==> src/rtl/uart_pkg.sv <==
`default_nettype none
// ============================================================================
//  Module      : uart_pkg
//  Description : Shared types and constants for the UART transmitter:
//                transmit FSM state type, line-level constants, the default
//                bit period and a helper for sizing counters.
//                Optional feature macro: UART_TX_PARITY_EN (adds PARITY state).
//  Revision    : 1.0 - initial release
// ============================================================================
package uart_pkg;

    localparam int DEFAULT_CLKS_PER_BIT = 16;

    localparam logic LINE_IDLE = 1'b1;
    localparam logic START_BIT = 1'b0;
    localparam logic STOP_BIT  = 1'b1;

    typedef enum logic [2:0] {
        IDLE   = 3'd0,
        START  = 3'd1,
        DATA   = 3'd2,
`ifdef UART_TX_PARITY_EN
        PARITY = 3'd3,
`endif
        STOP   = 3'd4
    } tx_state_t;

    // Width of a counter that must hold 0..n-1; never narrower than 1 bit.
    function automatic int cnt_width(input int n);
        return (n > 1) ? $clog2(n) : 1;
    endfunction

endpackage
`default_nettype wire

==> src/rtl/uart_baud_gen.sv <==
`default_nettype none
// ============================================================================
//  Module      : uart_baud_gen
//  Description : Bit-period counter for the UART transmitter. Counts
//                0..CLKS_PER_BIT-1 while enabled and wraps to 0; held at 0
//                while disabled so every frame starts on a fresh period.
//  Ports       : clk, rst     - clock, synchronous active-high reset
//                i_en         - count enable (frame in progress)
//                o_count      - current position inside the bit period
//                o_bit_tick   - high on the last cycle of each bit period
//  Revision    : 1.0 - initial release
// ============================================================================
module uart_baud_gen
    import uart_pkg::*;
#(
    parameter int CLKS_PER_BIT = DEFAULT_CLKS_PER_BIT,
    parameter int CNT_W        = cnt_width(CLKS_PER_BIT)
) (
    input  logic             clk,
    input  logic             rst,
    input  logic             i_en,
    output logic [CNT_W-1:0] o_count,
    output logic             o_bit_tick
);

    localparam logic [CNT_W-1:0] C_CNT_MAX = CNT_W'(CLKS_PER_BIT - 1);

    logic [CNT_W-1:0] r_count;
    logic             w_tick;

    assign w_tick = (r_count == C_CNT_MAX);

    always_ff @(posedge clk) begin
        if (rst || !i_en) begin
            r_count <= '0;
        end else if (w_tick) begin
            r_count <= '0;
        end else begin
            r_count <= r_count + 1'b1;
        end
    end

    assign o_count    = r_count;
    assign o_bit_tick = w_tick;

endmodule
`default_nettype wire

==> src/rtl/uart_tx.sv <==
`default_nettype none
// ============================================================================
//  Module      : uart_tx
//  Description : UART transmitter. Accepts a word on a valid/ready handshake
//                and serialises it as start bit, DATA_WIDTH data bits (LSB
//                first), optional parity bit and STOP_BITS stop bits.
//                Optional feature macro: UART_TX_PARITY_EN - inserts one
//                parity bit (XOR of data ^ PARITY_ODD) after the data bits.
//  Ports       : t_clk, t_rst - clock, synchronous active-high reset
//                tx_valid     - word offered on tx_data_in
//                tx_data_in   - payload
//                tx_ready     - block is idle and can accept a word
//                tx_serial    - serial line (idles high, registered)
//                tx_busy      - frame in progress
//                tx_done      - one-cycle pulse on the last stop cycle
//  Revision    : 1.0 - initial release
// ============================================================================
module uart_tx
    import uart_pkg::*;
#(
    parameter int DATA_WIDTH   = 8,
    parameter int CLKS_PER_BIT = DEFAULT_CLKS_PER_BIT,
    parameter int STOP_BITS    = 1,
    parameter int PARITY_ODD   = 0
) (
    input  logic                  t_clk,
    input  logic                  t_rst,
    input  logic                  tx_valid,
    input  logic [DATA_WIDTH-1:0] tx_data_in,
    output logic                  tx_ready,
    output logic                  tx_serial,
    output logic                  tx_busy,
    output logic                  tx_done
);

    localparam int CNT_W = cnt_width(CLKS_PER_BIT);
    localparam int IDX_W = cnt_width(DATA_WIDTH);

    localparam logic [IDX_W-1:0] C_IDX_LAST  = IDX_W'(DATA_WIDTH - 1);
    // tx_done is registered, so it is raised one cycle before the final
    // stop cycle in order to be visible exactly on that cycle.
    localparam logic [CNT_W-1:0] C_CNT_PRE   = CNT_W'(CLKS_PER_BIT - 2);
    localparam logic             C_STOP_LAST = 1'(STOP_BITS - 1);

    // ------------------------------------------------------------------
    // Elaboration-time parameter checks
    // ------------------------------------------------------------------
    generate
        if (CLKS_PER_BIT < 2) begin : g_bad_clks_per_bit
            $error("uart_tx: CLKS_PER_BIT must be >= 2");
        end
        if (STOP_BITS != 1 && STOP_BITS != 2) begin : g_bad_stop_bits
            $error("uart_tx: STOP_BITS must be 1 or 2");
        end
        if (PARITY_ODD != 0 && PARITY_ODD != 1) begin : g_bad_parity_odd
            $error("uart_tx: PARITY_ODD must be 0 or 1");
        end
    endgenerate

    tx_state_t             r_state;
    logic [DATA_WIDTH-1:0] r_shift;
    logic [IDX_W-1:0]      r_idx;
    logic                  r_stop_idx;
    logic                  r_serial;
    logic                  r_ready;
    logic                  r_busy;
    logic                  r_done;
`ifdef UART_TX_PARITY_EN
    logic                  r_parity;
`endif

    logic [CNT_W-1:0]      w_cnt;
    logic                  w_tick;
    logic                  w_accept;

    assign w_accept = tx_valid && r_ready;

    // Bit period runs only while a frame is active, so it restarts from 0
    // on the cycle after acceptance.
    uart_baud_gen #(
        .CLKS_PER_BIT (CLKS_PER_BIT),
        .CNT_W        (CNT_W)
    ) u_baud_gen (
        .clk        (t_clk),
        .rst        (t_rst),
        .i_en       (r_busy),
        .o_count    (w_cnt),
        .o_bit_tick (w_tick)
    );

    always_ff @(posedge t_clk) begin
        if (t_rst) begin
            r_state    <= IDLE;
            r_shift    <= '0;
            r_idx      <= '0;
            r_stop_idx <= 1'b0;
            r_serial   <= LINE_IDLE;
            r_ready    <= 1'b1;
            r_busy     <= 1'b0;
            r_done     <= 1'b0;
`ifdef UART_TX_PARITY_EN
            r_parity   <= 1'b0;
`endif
        end else begin
            r_done <= 1'b0;
            case (r_state)
                IDLE: begin
                    r_serial <= LINE_IDLE;
                    if (w_accept) begin
                        r_shift    <= tx_data_in;
                        r_idx      <= '0;
                        r_stop_idx <= 1'b0;
                        r_serial   <= START_BIT;
                        r_ready    <= 1'b0;
                        r_busy     <= 1'b1;
                        r_state    <= START;
`ifdef UART_TX_PARITY_EN
                        r_parity   <= (^tx_data_in) ^ 1'(PARITY_ODD);
`endif
                    end
                end

                START: begin
                    if (w_tick) begin
                        r_serial <= r_shift[0];
                        r_shift  <= r_shift >> 1;
                        r_state  <= DATA;
                    end
                end

                DATA: begin
                    if (w_tick) begin
                        if (r_idx == C_IDX_LAST) begin
`ifdef UART_TX_PARITY_EN
                            r_serial <= r_parity;
                            r_state  <= PARITY;
`else
                            r_serial <= STOP_BIT;
                            r_state  <= STOP;
`endif
                        end else begin
                            r_serial <= r_shift[0];
                            r_shift  <= r_shift >> 1;
                            r_idx    <= r_idx + 1'b1;
                        end
                    end
                end

`ifdef UART_TX_PARITY_EN
                PARITY: begin
                    if (w_tick) begin
                        r_serial <= STOP_BIT;
                        r_state  <= STOP;
                    end
                end
`endif

                STOP: begin
                    if (r_stop_idx == C_STOP_LAST && w_cnt == C_CNT_PRE) begin
                        r_done <= 1'b1;
                    end
                    if (w_tick) begin
                        if (r_stop_idx == C_STOP_LAST) begin
                            r_serial <= LINE_IDLE;
                            r_ready  <= 1'b1;
                            r_busy   <= 1'b0;
                            r_state  <= IDLE;
                        end else begin
                            r_stop_idx <= 1'b1;
                        end
                    end
                end

                default: begin
                    r_serial <= LINE_IDLE;
                    r_ready  <= 1'b1;
                    r_busy   <= 1'b0;
                    r_state  <= IDLE;
                end
            endcase
        end
    end

    assign tx_serial = r_serial;
    assign tx_ready  = r_ready;
    assign tx_busy   = r_busy;
    assign tx_done   = r_done;

endmodule
`default_nettype wire

==> config.mk <==
export PLATFORM = sky130hd
export DESIGN_NAME = uart_tx
export DESIGN_NICKNAME = d
export VERILOG_FILES = /design/src/rtl/uart_pkg.sv /design/src/rtl/uart_baud_gen.sv /design/src/rtl/uart_tx.sv
export SDC_FILE = /design/constraint.sdc
export NUM_CORES = 1
export LEC_CHECK = 0
export CAP_MARGIN = 20
export CORE_ASPECT_RATIO = 0.9
export CORE_MARGIN = 4
export CORE_UTILIZATION = 45
export DETAILED_ROUTE_END_ITERATION = 6
export PLACE_DENSITY = 0.67
export SYNTH_ARGS = -nofsm -noshare
export SYNTH_HDL_FRONTEND = slang
export SYNTH_SLANG_ARGS = --single-unit
==> constraint.sdc <==
create_clock -name t_clk -period 2.7 [get_ports t_clk]
set_input_delay 0.405 -clock t_clk [delete_from_list [all_inputs] [get_ports t_clk]]
set_output_delay 0.405 -clock t_clk [all_outputs]
set_load 0.1 [all_outputs]
* Word level (Yosys, flattened, before mapping)
Index checks and enable logic that the tools add are counted.
Widths: inputs -> output; s select.
** Storage, ports and cells
- Register bits :: 23
- Output and inout bits :: 4
- Word-level logic and storage cells :: 77
** Operators by class
- $add $sub $neg :: 2
- Equality and inequality tests :: 13
- Muxes and demuxes :: 33
- Bitwise operators :: 3
- Reductions and logical operators :: 17
** Operators with widths (number)
- $mux 8 :: 4
- $mux 3 :: 9
- $pmux 8 s3 :: 1
- $mux 1 :: 13
- $pmux 3 s4 :: 1
- $reduce_and 4->1 :: 3
- $eq 4x4->1 const B :: 2
- $ne 2x2->1 const B :: 4
- $eq 3x3->1 const B :: 2
- $ne 2x1->1 const B :: 3
- $pmux 1 s3 :: 2
- $pmux 3 s2 :: 1
- $reduce_and 6->1 :: 1
- $reduce_or 2->1 :: 3
- $reduce_and 5->1 :: 1
- $add 4x1->4 const B :: 1
- $pmux 1 s4 :: 1
- $reduce_bool 2->1 :: 2
- $add 3x1->3 const B :: 1
- $eq 3x1->1 const B :: 1
- $eq 3x2->1 const B :: 1
- $logic_not 3->1 :: 1
- $not 1->1 :: 3
- $reduce_and 3->1 :: 1
- 5 further kinds :: 6

* Longest topological paths before layout
Gate-level depths: netlist (run 1).
- Word-level depth :: 4
- Gate-level depth with buffers :: 6
- Mapped depth without buffers :: 6

* Modules after synthesis
Synthesis (run 1) repeated with hierarchy kept, for this count alone.
** Unflattened totals
- Cell total of the unflattened synthesis :: 120
- Area, all modules :: 1097.3 um^2
** By module, submodules not included
- uart_tx :: instances 1, cells each 105, area an instance 934.6 um^2, sequential area each 360.3 um^2
- uart_baud_gen :: instances 1, cells each 15, area an instance 162.7 um^2, sequential area each 80.1 um^2

* Worst setup path after synthesis (run 1)
Ideal clock, no wire load.
- Path kind :: register to register
- Start point :: register r_ready, in the netlist tx_ready
- End point :: register r_state[1]
- Setup time :: 72 ps
- Arrival time :: 1719 ps
- Data required time :: 2628 ps
- Path slack :: 910 ps
- Cell stages (with the launch flop) :: 5
- Period minus slack after synthesis :: 1790 ps
- Cells stage by stage :: dfxtp_1 > nand2_1 > o2111ai_1 > a21boi_2 > mux2i_1
** On the way
- Cells in the longest elaborated chain, start to end :: 3
** Ends and longest elaborated chain
- start, declared :: RTL line uart_tx.sv:65 : logic r_ready;
- start signal, assigned :: RTL line uart_tx.sv:98 : r_ready <= 1'b1;
- start signal, assigned :: RTL line uart_tx.sv:114 : r_ready <= 1'b0;
- start signal, assigned :: RTL line uart_tx.sv:165 : r_ready <= 1'b1;
- $logic_and 1x1->1 :: RTL line uart_tx.sv:76 : assign w_accept = tx_valid && r_ready;
- $ne 2x2->1 (no source line)
- $reduce_and 6->1 (no source line)
- end signal, assigned :: RTL line uart_tx.sv:93 : r_state <= IDLE;
- end signal, assigned :: RTL line uart_tx.sv:116 : r_state <= START;
- end signal, assigned :: RTL line uart_tx.sv:127 : r_state <= DATA;
- end, declared :: RTL line uart_tx.sv:60 : tx_state_t r_state;
Every way passes these cells.
A chain may end at the register's enable or synchronous reset.

* Worst setup path in the final report (run 1)
- Start point :: register r_state[2]
- End point :: register r_shift[3]
** On the way
- Cells in the longest elaborated chain, start to end :: 3
- Elaborated cells between the ends (all ways) :: 10
- Classes of those cells :: eq/ne (6); mux (1); reduce/logical (3)
** Ends and longest elaborated chain
- $eq 3x2->1, or another cell as far along :: RTL line uart_tx.sv:106 : case (r_state)
- $ne 2x2->1 (no source line), or another cell as far along
- $reduce_and 5->1 (no source line)
- end signal, assigned :: RTL line uart_tx.sv:110 : r_shift <= tx_data_in;
- end signal, assigned :: RTL line uart_tx.sv:126 : r_shift <= r_shift >> 1;
- end signal, assigned :: RTL line uart_tx.sv:143 : r_shift <= r_shift >> 1;
- end, declared :: RTL line uart_tx.sv:61 : logic [DATA_WIDTH-1:0] r_shift;
Several ways; a longest one is shown, not always the timed one.

==> results of run 1 <==
kinds of logic (layout without fill, tap and decap cells):
family	Yosys count	count (layout)	share of synthesized area, %
compound gates	45	45	27.0
xor+xnor	3	3	2.91
fa+ha+maj	4	4	4.31
buf+inv	11	22	4.63
flops	22	22	37.9
mux	2	2	1.83
simple gates	46	46	21.4
registers in the layout, indices dropped and copies added, names as in the netlist:
name and flops:
r_shift 8, u_baud_gen.o_count 4, r_idx 3, r_state 3, tx_busy 1, tx_done 1
tx_ready 1, tx_serial 1
placed cells by master (no fill, tap or decap), types with 2 or more instances in the layout:
master / instances
clkbuf_4: 3
nand3_1: 8
ha_1: 4
a311oi_1: 7
nand2b_1: 4
a21oi_1: 14
nand2_1: 12
nor3_1: 2
o21ai_0: 10
buf_4: 4
nor2_2: 2
clkdlybuf4s50_1: 10
inv_1: 4
dfxtp_1: 22
nor2_1: 8
nor4_1: 2
power by group through the flow:
stage	Clock [µW]	Combinational, µW	Sequential [µW]
after floorplan	0	416	554
after global placement	0	605	475
after detailed placement	0	617	479
after CTS	192	619	471
after global routing	205	683	483
final	188	618	472
metrics by stage:
step,setup slack (ps),power (µW)
global route,618,1370
global placement,837,1080
CTS,876,1280
floorplan,910,970
detailed placement,799,1100
finish,851,1280
final cells by class:
| type | count | area [µm²] | area share (%) |
|---|---|---|---|
| Inverter | 4 | 15.0 | 1.13 |
| Tap cell | 28 | 35.0 | 2.64 |
| Timing Repair Buffer | 14 | 130 | 9.82 |
| Multi-Input combinational cell | 100 | 668 | 50.4 |
| Clock buffer | 4 | 36.3 | 2.74 |
| Sequential cell | 22 | 440 | 33.2 |
final timing paths:
kind	start	end	cells after the start
worst max-delay path	r_state[2]$_SDFFE_PP0P_	r_shift[3]$_SDFFE_PP0P_	4
worst min-delay path	r_shift[1]$_SDFFE_PP0P_	r_shift[0]$_SDFFE_PP0P_	2
worst max register to register	r_state[2]$_SDFFE_PP0P_	r_shift[3]$_SDFFE_PP0P_	4
worst min register to register	r_shift[1]$_SDFFE_PP0P_	r_shift[0]$_SDFFE_PP0P_	2
worst min-delay path, delay by kind of cell (launching register included):
family | cells | cell delay [ps]
flip-flops | 1 | 330
AO/OA/AOI/OAI | 1 | 70
AND/OR/NAND/NOR | 1 | 50
layer usage:
layer / track usage (%) / vias up
met2: 25.3 / 34
met3: 5.57 / 2
met5: 0 / -
met1: 22.0 / 491
met4: 2.73 / 0
li1: - / 514
==> impl_metrics.py, run 1 <==
metrics = {
    "critical_path": {
        "critPathMaxFanout": 17,
        "endpoint_kind": "flip-flop",
        "critical-path-max-stage-delay_ps": 750,
        "r2r_slack_ps": 850,
        "cp_cell_sequence": "nor2_1 -> a21oi_1 -> nor2_2 -> a311oi_1",
        "crit_buf_inv": 0,
        "required_ps": 2920,
        "crit_slowest_cell": "dfxtp_1",
        "criticalPathCategory": "reg -> reg",
        "worstPathArrival_ps": 2060,
        "path_delay_family": "flip-flops",
        "crit_path_start_kind": "flip-flop",
    },
    "power": {
        "power_density_nw_per_um2": 965,
        "p_leak_uw": 0.000476,
        "power.net_switching_uw": 572,
        "p_seq_share_pct": 37.0,
        "switching_share_pct": 44.8,
        "ir_worst_vdd_uv": 654,
        "power.internal_uw": 706,
        "p_comb_share_pct": 48.4,
        "clockPowerShare_pct": 14.7,
    },
    "clocking": {
        "cts_resized": 0,
        "holdBufCountCts": 0,
        "clock_path_buffers": 2,
        "cts_buffers": 3,
        "cts.sink_count": 22,
        "cts_setup_buffers": 0,
        "cts_root_buf": "clkbuf_4",
        "cts_tree": "yes",
        "clk_latency_ps": 310,
        "htree_levels": 1,
        "clk_pin_slew_ps": 130,
    },
    "drt": {
        "drt_iter0_markers": 31,
        "routed_wl_um": 2490,
        "wl_met2_um": 1130,
        "dr_wl_met3_um": 135,
        "vias_per_cell": 6.05,
        "post-route-drc-count": 0,
        "first_pass_iters": 4,
        "wirelength_met1_um": 1210,
        "ant_nets": 0,
        "vias": 1041,
        "highest_layer": "met4",
        "wire_per_inst_um": 14.5,
    },
    "sta": {
        "rsz0062_at_grt": "no",
        "fmax_mhz": 541,
        "fin_setup_tns_ps": 0,
        "drv_slew": 0,
        "worst_slew_pin_slew_ps": 719,
        "fin_crit_sh_pct": 68.5,
        "setup_viol": 0,
        "hold_ws_ps": 491,
        "min_period_ps": 1850,
        "relSlewSlack_pct": 51.9,
        "final_hold_viol_count": 0,
        "clock_skew_ps": 7.38,
    },
    "cells_and_area": {
        "syn_to_final_growth_pct": 14.0,
        "fin_area_um2": 1330,
        "nets": 160,
        "utilization_pct": 53.7,
        "fillers": 242,
        "n_antenna_cell": 0,
        "drive_gt1_share_pct": 12.5,
        "fin_cells": 172,
    },
    "die": {
        "start_util_pct": 47.1,
        "rows": 17,
        "ios": 15,
        "placeableCoreArea_um2": 2470,
        "fp.dieArea_um2": 3460,
        "die_w_um": 61.6,
        "die_y_um": 56.2,
    },
    "synthesis": {
        "synth_most_common_cell": "dfxtp_1",
        "ys_ff_latch": 22,
        "synth_top_area_share_pct": 37.9,
        "synth_nets": 148,
        "synth.yosys.seq_area_share_pct": 37.9,
        "yosys_warnings": 0,
        "synth.largest_area_cell": "dfxtp_1",
        "syn_inst": 133,
        "syn_avg_cell_area_um2": 8.74,
        "yosys-top-cells-area": "dfxtp_1, a21oi_1, a311oi_1",
        "async_flop_share_pct": 0,
        "yosysUniqueCellTypes": 44,
        "synthFlopType": "dfxtp_1",
        "netlist_area_um2": 1160,
        "yosys-top-cells-count": "dfxtp_1, a21oi_1, nand2_1",
        "synth_edf_count": 0,
    },
    "place": {
        "place_hpwl_um": 1800,
        "dp_cells": 168,
        "dpl_cell_area_um2": 1290,
        "gp_congestion": 0.763,
        "port_buffers": 14,
    },
    "flow_run": {
        "drv_cap": 0,
    },
    "global_route": {
        "grt_pass1_wl_um": 4400,
        "grt_max_degree": 22,
        "track_usage_pct": 16.3,
        "grt_pass1_vias": 989,
        "grt_antenna_before_repair": 0,
        "grt_overflow": 0,
    },
    "outcome": {
        "status": "completed",
    },
    "min_path": {
        "hp-class": "reg -> reg",
    },
}
Power figures use the tool's default switching activity.
==> run 2: changes to the inputs <==
--- a/config.mk
+++ b/config.mk
@@ -10,7 +10,7 @@
 export CORE_MARGIN = 4
 export CORE_UTILIZATION = 45
 export DETAILED_ROUTE_END_ITERATION = 6
-export PLACE_DENSITY = 0.67
+export PLACE_DENSITY = 0.7
 export SYNTH_ARGS = -nofsm -noshare
 export SYNTH_HDL_FRONTEND = slang
 export SYNTH_SLANG_ARGS = --single-unit
==> constraint.sdc (replaced) <==
create_clock -name t_clk -period 1.6 [get_ports t_clk]
set_input_delay 0.24 -clock t_clk [delete_from_list [all_inputs] [get_ports t_clk]]
set_output_delay 0.24 -clock t_clk [all_outputs]
set_load 0.1 [all_outputs]
==> run 2 against run 1 <==
  * The run now ends with negative setup slack left
  * First-iteration DRC count stayed put
  * Global-route usage is 0.076 points lower
  * Count of clock-buffer cells in the layout is 1 lower
  * Combinational power is 120% higher
  * Total power is 91% higher
  * Clock power is 40% higher
  * Largest power group unchanged
  * Highest routed layer unchanged
==> impl_metrics.py, run 2 (synthesis gave the netlist of run 1 again) <==
metrics = {
    "sta": {
        "rsz0062_at_grt": "yes",
        "min_period_ps": 1610,
        "fmax_mhz": 620,
        "setup_viol": 1,
        "clock_skew_ps": 3.50,
        "hold_ws_ps": 495,
        "fin_crit_sh_pct": 101,
        "worst_slew_pin_slew_ps": 482,
        "final_hold_viol_count": 0,
        "relSlewSlack_pct": 67.7,
        "drv_slew": 0,
        "fin_ws_ps": -13.7,
    },
    "place": {
        "gp_congestion": 0.786,
        "port_buffers": 14,
        "dp_cells": 177,
        "place_hpwl_um": 1860,
    },
    "cells_and_area": {
        "n_antenna_cell": 0,
        "layout_commonest_cell": "dfxtp_1",
        "fillers": 207,
        "syn_to_final_growth_pct": 36.5,
        "largest_reg_flops": 8,
        "largest-register": "r_shift",
        "fin_cells": 183,
        "nets": 172,
        "drive_gt1_share_pct": 33.5,
        "layout_common_cells": "dfxtp_1, nand2_1, buf_4, o21ai_0, clkdlybuf4s50_1",
        "utilization_pct": 64.3,
    },
    "drt": {
        "wire_per_inst_um": 14.7,
        "vias": 1087,
        "post-route-drc-count": 0,
        "drt_iter0_markers": 31,
        "routed_wl_um": 2700,
        "first_pass_iters": 4,
        "ant_nets": 0,
        "vias_per_cell": 5.94,
    },
    "critical_path": {
        "required_ps": 1860,
        "endpoint_kind": "flip-flop",
        "critPathMaxFanout": 3,
        "reg2reg_from": "r_idx[0]$_SDFFE_PP0P_",
        "r2r_slack_ps": -10,
        "ff2ff_path_depth": 7,
        "r2r-end": "r_idx[0]$_SDFFE_PP0P_",
        "worstPathArrival_ps": 1870,
        "crit_path_start_kind": "flip-flop",
        "criticalPathCategory": "reg -> reg",
    },
    "min_path": {
        "hold_path_startpoint": "r_idx[1]$_SDFFE_PP0P_",
        "holdPathStages": 2,
        "hp-class": "reg -> reg",
        "hold_end": "r_idx[1]$_SDFFE_PP0P_",
    },
    "die": {
        "die_y_um": 56.2,
        "start_util_pct": 47.1,
        "placeableCoreArea_um2": 2470,
        "fp.dieArea_um2": 3460,
        "ios": 15,
        "rows": 17,
        "die_w_um": 61.6,
    },
    "outcome": {
        "violations": "negative setup slack",
        "status": "finished, violations left",
    },
    "global_route": {
        "grt_max_degree": 12,
        "grt_pass1_vias": 1029,
        "track_usage_pct": 16.2,
        "grt_pass1_wl_um": 4400,
        "grt_antenna_before_repair": 0,
        "grt_overflow": 0,
    },
    "clocking": {
        "cts_buffers": 3,
        "clock_path_buffers": 2,
        "cts_root_buf": "clkbuf_4",
        "htree_levels": 1,
        "clk_pin_slew_ps": 120,
        "cts_tree": "yes",
        "clk_latency_ps": 310,
        "cts.sink_count": 22,
        "holdBufCountCts": 0,
    },
    "power": {
        "power_density_nw_per_um2": 1540,
        "finalPower_uw": 2440,
        "p_leak_uw": 0.000565,
        "ir_worst_vdd_uv": 1080,
    },
    "flow_run": {
        "drv_cap": 0,
    },
}
-- run 2: cell types whose count changed in the layout (fill, tap and decap cells not counted), moves of 4 or more --
cell	before	now
dfxtp_2	0	5
a21oi_2	0	7
a21oi_1	14	7
buf_4	4	11
dfxtp_1	22	17
buf_12	0	4
-- run 2: layout make-up --
type	instances	area, µm²	share of cell area (%)
multi-input cells	100	793	50.0
flip-flops and latches	22	447	28.2
repair buffers	26	274	17.3
well taps	28	35.0	2.21
clock buffers	3	22.5	1.42
inverters	4	15.0	0.946
-- run 2: per-stage QoR --
step	instance area, µm²	setup WS [ps]	TNS (ps)
finish	1590	-13.7	-13.7
global route	1590	-83.0	-310
CTS	1490	-69.2	-293
detailed placement	1410	-113	-770
global placement	1410	-45.2	-308
floorplan	1160	72.7	0
-- run 2: repair_timing --
| item | 4_1_cts | 5_1_grt |
|---|---|---|
| setup endpoints to repair | 9 | 17 |
| pin swaps | 6 | 12 |
| setup buffers | 2 | 1 |
| gates resized for setup | 10 | 20 |
-- run 2: where the power goes --
| part | internal (µW) | total, µW | switching, µW | leakage [µW] |
|---|---|---|---|---|
| clock network | 88.2 | 263 | 174 | 0.0000138 |
| registers | 677 | 825 | 148 | 0.000182 |
| logic | 587 | 1350 | 764 | 0.000369 |
| total | 1350 | 2440 | 1090 | 0.000565 |
-- run 2: layer usage --
metal / vias to the layer above / GRT usage (%) / routed length (µm)
met5: - / 0 / 0
met4: 0 / 4.85 / 27
met3: 4 / 4.18 / 113
met2: 27 / 24.7 / 1300
met1: 515 / 22.2 / 1260
li1: 541 / - / -
-- run 2: worst max-delay path, cell delays in order (launching register included) --
cell	delay, ps
dfxtp_2	360
ha_4	160
ha_4	160
nor4b_4	290
buf_4	190
nand2_2	60
mux2_4	280
nor2_2	70
-- run 2: worst max-delay path by stage --
stage / start / to / slack [ps] / cells after the start
floorplan: r_idx[0]$_SDFFE_PP0P_ / r_shift[0]$_SDFFE_PP0P_ / 70 / 6
global placement: r_idx[0]$_SDFFE_PP0P_ / r_shift[4]$_SDFFE_PP0P_ / -50 / 6
detailed placement: r_idx[0]$_SDFFE_PP0P_ / r_shift[0]$_SDFFE_PP0P_ / -110 / 6
CTS: r_idx[0]$_SDFFE_PP0P_ / r_idx[0]$_SDFFE_PP0P_ / -70 / 7
global route: r_idx[0]$_SDFFE_PP0P_ / r_idx[0]$_SDFFE_PP0P_ / -80 / 7
finish: r_idx[0]$_SDFFE_PP0P_ / r_idx[0]$_SDFFE_PP0P_ / -10 / 7
==> run 3: changes to the inputs <==
==> constraint.sdc (replaced) <==
create_clock -name t_clk -period 1.6 [get_ports t_clk]
set_input_delay 0.4 -clock t_clk [delete_from_list [all_inputs] [get_ports t_clk]]
set_output_delay 0.4 -clock t_clk [all_outputs]
set_load 0.1 [all_outputs]
==> run 3 against run 2 <==
  * The flow still finishes with violations (negative setup slack)
  * Sequential power is 0.7% lower
  * Global-route usage is 0.17 points higher
  * Design area is 1.4% higher
  * Utilization is 0.91 points higher
  * Largest cell class unchanged
  * Non-clock buffer count is 2 higher
  * Largest power group unchanged
==> impl_metrics.py, run 3 (synthesis gave the netlist of run 1 again) <==
metrics = {
    "sta": {
        "setup_viol": 1,
        "clock_skew_ps": 5.05,
        "fin_crit_sh_pct": 100,
        "final_hold_viol_count": 0,
        "fin_ws_ps": -1.50,
        "drv_slew": 0,
        "worst_slew_pin_slew_ps": 438,
        "min_period_ps": 1600,
        "fmax_mhz": 624,
        "relSlewSlack_pct": 70.7,
        "rsz0062_at_grt": "yes",
    },
    "drt": {
        "vias": 1099,
        "wire_per_inst_um": 15.0,
        "routed_wl_um": 2790,
        "first_pass_iters": 4,
        "ant_nets": 0,
        "vias_per_cell": 5.91,
        "post-route-drc-count": 0,
        "drt_iter0_markers": 57,
    },
    "cells_and_area": {
        "largest_reg_flops": 8,
        "largest-register": "r_shift",
        "layout_commonest_cell": "dfxtp_1",
        "fin_area_um2": 1610,
        "syn_to_final_growth_pct": 38.4,
        "fillers": 198,
        "n_antenna_cell": 0,
        "layout_common_cells": "dfxtp_1, buf_4, nand2_1",
        "drive_gt1_share_pct": 33.5,
        "nets": 174,
    },
    "outcome": {
        "status": "finished, violations left",
        "violations": "negative setup slack",
    },
    "critical_path": {
        "required_ps": 1870,
        "crit_start": "r_idx[0]$_SDFFE_PP0P_",
        "reg2reg_from": "r_idx[0]$_SDFFE_PP0P_",
        "worstPathArrival_ps": 1870,
        "criticalPathCategory": "reg -> reg",
        "endpoint_kind": "flip-flop",
        "crit_path_start_kind": "flip-flop",
        "critPathMaxFanout": 3,
    },
    "clocking": {
        "cts_root_buf": "clkbuf_4",
        "cts.sink_count": 22,
        "clk_pin_slew_ps": 120,
        "clk_latency_ps": 320,
        "clock_path_buffers": 2,
        "cts_buffers": 3,
        "cts_tree": "yes",
        "htree_levels": 1,
    },
    "power": {
        "power.internal_uw": 1380,
        "p_leak_uw": 0.000593,
        "ir_worst_vdd_uv": 1190,
        "switching_share_pct": 43.6,
        "clockPowerShare_pct": 12.8,
        "p_comb_share_pct": 53.7,
        "finalPower_uw": 2440,
        "power.net_switching_uw": 1070,
        "power_density_nw_per_um2": 1520,
        "p_seq_share_pct": 33.5,
    },
    "die": {
        "die_y_um": 56.2,
        "ios": 15,
        "rows": 17,
        "die_w_um": 61.6,
        "start_util_pct": 47.1,
        "placeableCoreArea_um2": 2470,
        "fp.dieArea_um2": 3460,
    },
    "global_route": {
        "busiest_layer": "met2",
        "grt_overflow": 0,
        "grt_max_degree": 13,
        "gr-usage-met3_pct": 3.71,
        "use_met1_pct": 22.8,
        "grt_use_met2_pct": 23.0,
        "grt_pass1_vias": 1047,
        "grt_antenna_before_repair": 0,
        "grt_pass1_wl_um": 4400,
        "track_usage_pct": 16.4,
    },
    "place": {
        "gp_congestion": 0.789,
        "pre_cts_ws_ps": -171,
        "dpl_cell_area_um2": 1420,
        "port_buffers": 14,
        "place_hpwl_um": 1900,
    },
    "flow_run": {
        "drv_cap": 0,
    },
    "min_path": {
        "hold_path_startpoint": "r_shift[7]$_SDFFE_PP0P_",
        "hp-class": "reg -> reg",
    },
}
run 3: changes by cell type in the layout (fill, tap and decap cells not counted):
cell,previous run,this run
a21oi_1,7,10
a21oi_2,7,4
a221oi_1,0,1
a221oi_2,1,0
buf_4,11,14
buf_6,1,0
clkbuf_8,0,1
nand2_2,1,0
nand2_4,0,1
nand3_1,6,4
nand3_2,2,4
run 3: timing repair:
item                       4_1_cts  5_1_grt
pin swaps                       10        8
setup endpoints to repair        9       16
cloned                           0        0
hold buffers                     0        0
buffers inserted                 2        1
gates resized for setup         11       17
run 3: worst paths after layout:
| kind | endpoint | slack (ps) | cells past startpoint |
|---|---|---|---|
| min | r_shift[6]$_SDFFE_PP0P_ | 500 | 2 |
| min reg2reg | r_shift[6]$_SDFFE_PP0P_ | 500 | 2 |
| max reg2reg | r_idx[0]$_SDFFE_PP0P_ | -1 | 7 |
| max | r_idx[0]$_SDFFE_PP0P_ | -1 | 7 |
run 3: final cells by class:
type	count	area, µm²	share of cell area [%]
clock buffers	4	36.3	2.26
inverters	4	15.0	0.933
multi-input cells	100	791	49.1
flip-flops and latches	22	447	27.8
well taps	28	35.0	2.18
repair buffers	28	285	17.7
run 3: per-layer routing:
layer | vias up | wire (µm)
met5 | - | 0
met4 | 0 | 53
met3 | 5 | 200
met2 | 42 | 1330
met1 | 508 | 1210
li1 | 544 | -
run 3: power by group through the flow:
stage | Clock [µW] | Combinational, µW | Sequential (µW)
floorplan | 0 | 702 | 937
global placement | 0 | 1140 | 810
detailed placement | 0 | 1160 | 815
CTS | 333 | 1200 | 804
global route | 342 | 1400 | 836
finish | 313 | 1310 | 819
run 3: per-stage QoR:
step	hold WS, ps	setup TNS, ps	util, %	cells
global placement	455	-1140	57.7	179
floorplan	441	0	-	133
global route	511	-153	65.2	186
CTS	497	-178	61.5	185
finish	501	-1.50	65.2	186
detailed placement	461	-1550	57.7	179
run 3: critical path, cell delays in order (launching register included):
cell     delay (ps)
dfxtp_2         360
ha_4            160
ha_4            160
nor4b_4         290
buf_4           190
nand2_4          50
mux2_4          270
nor2_2           70
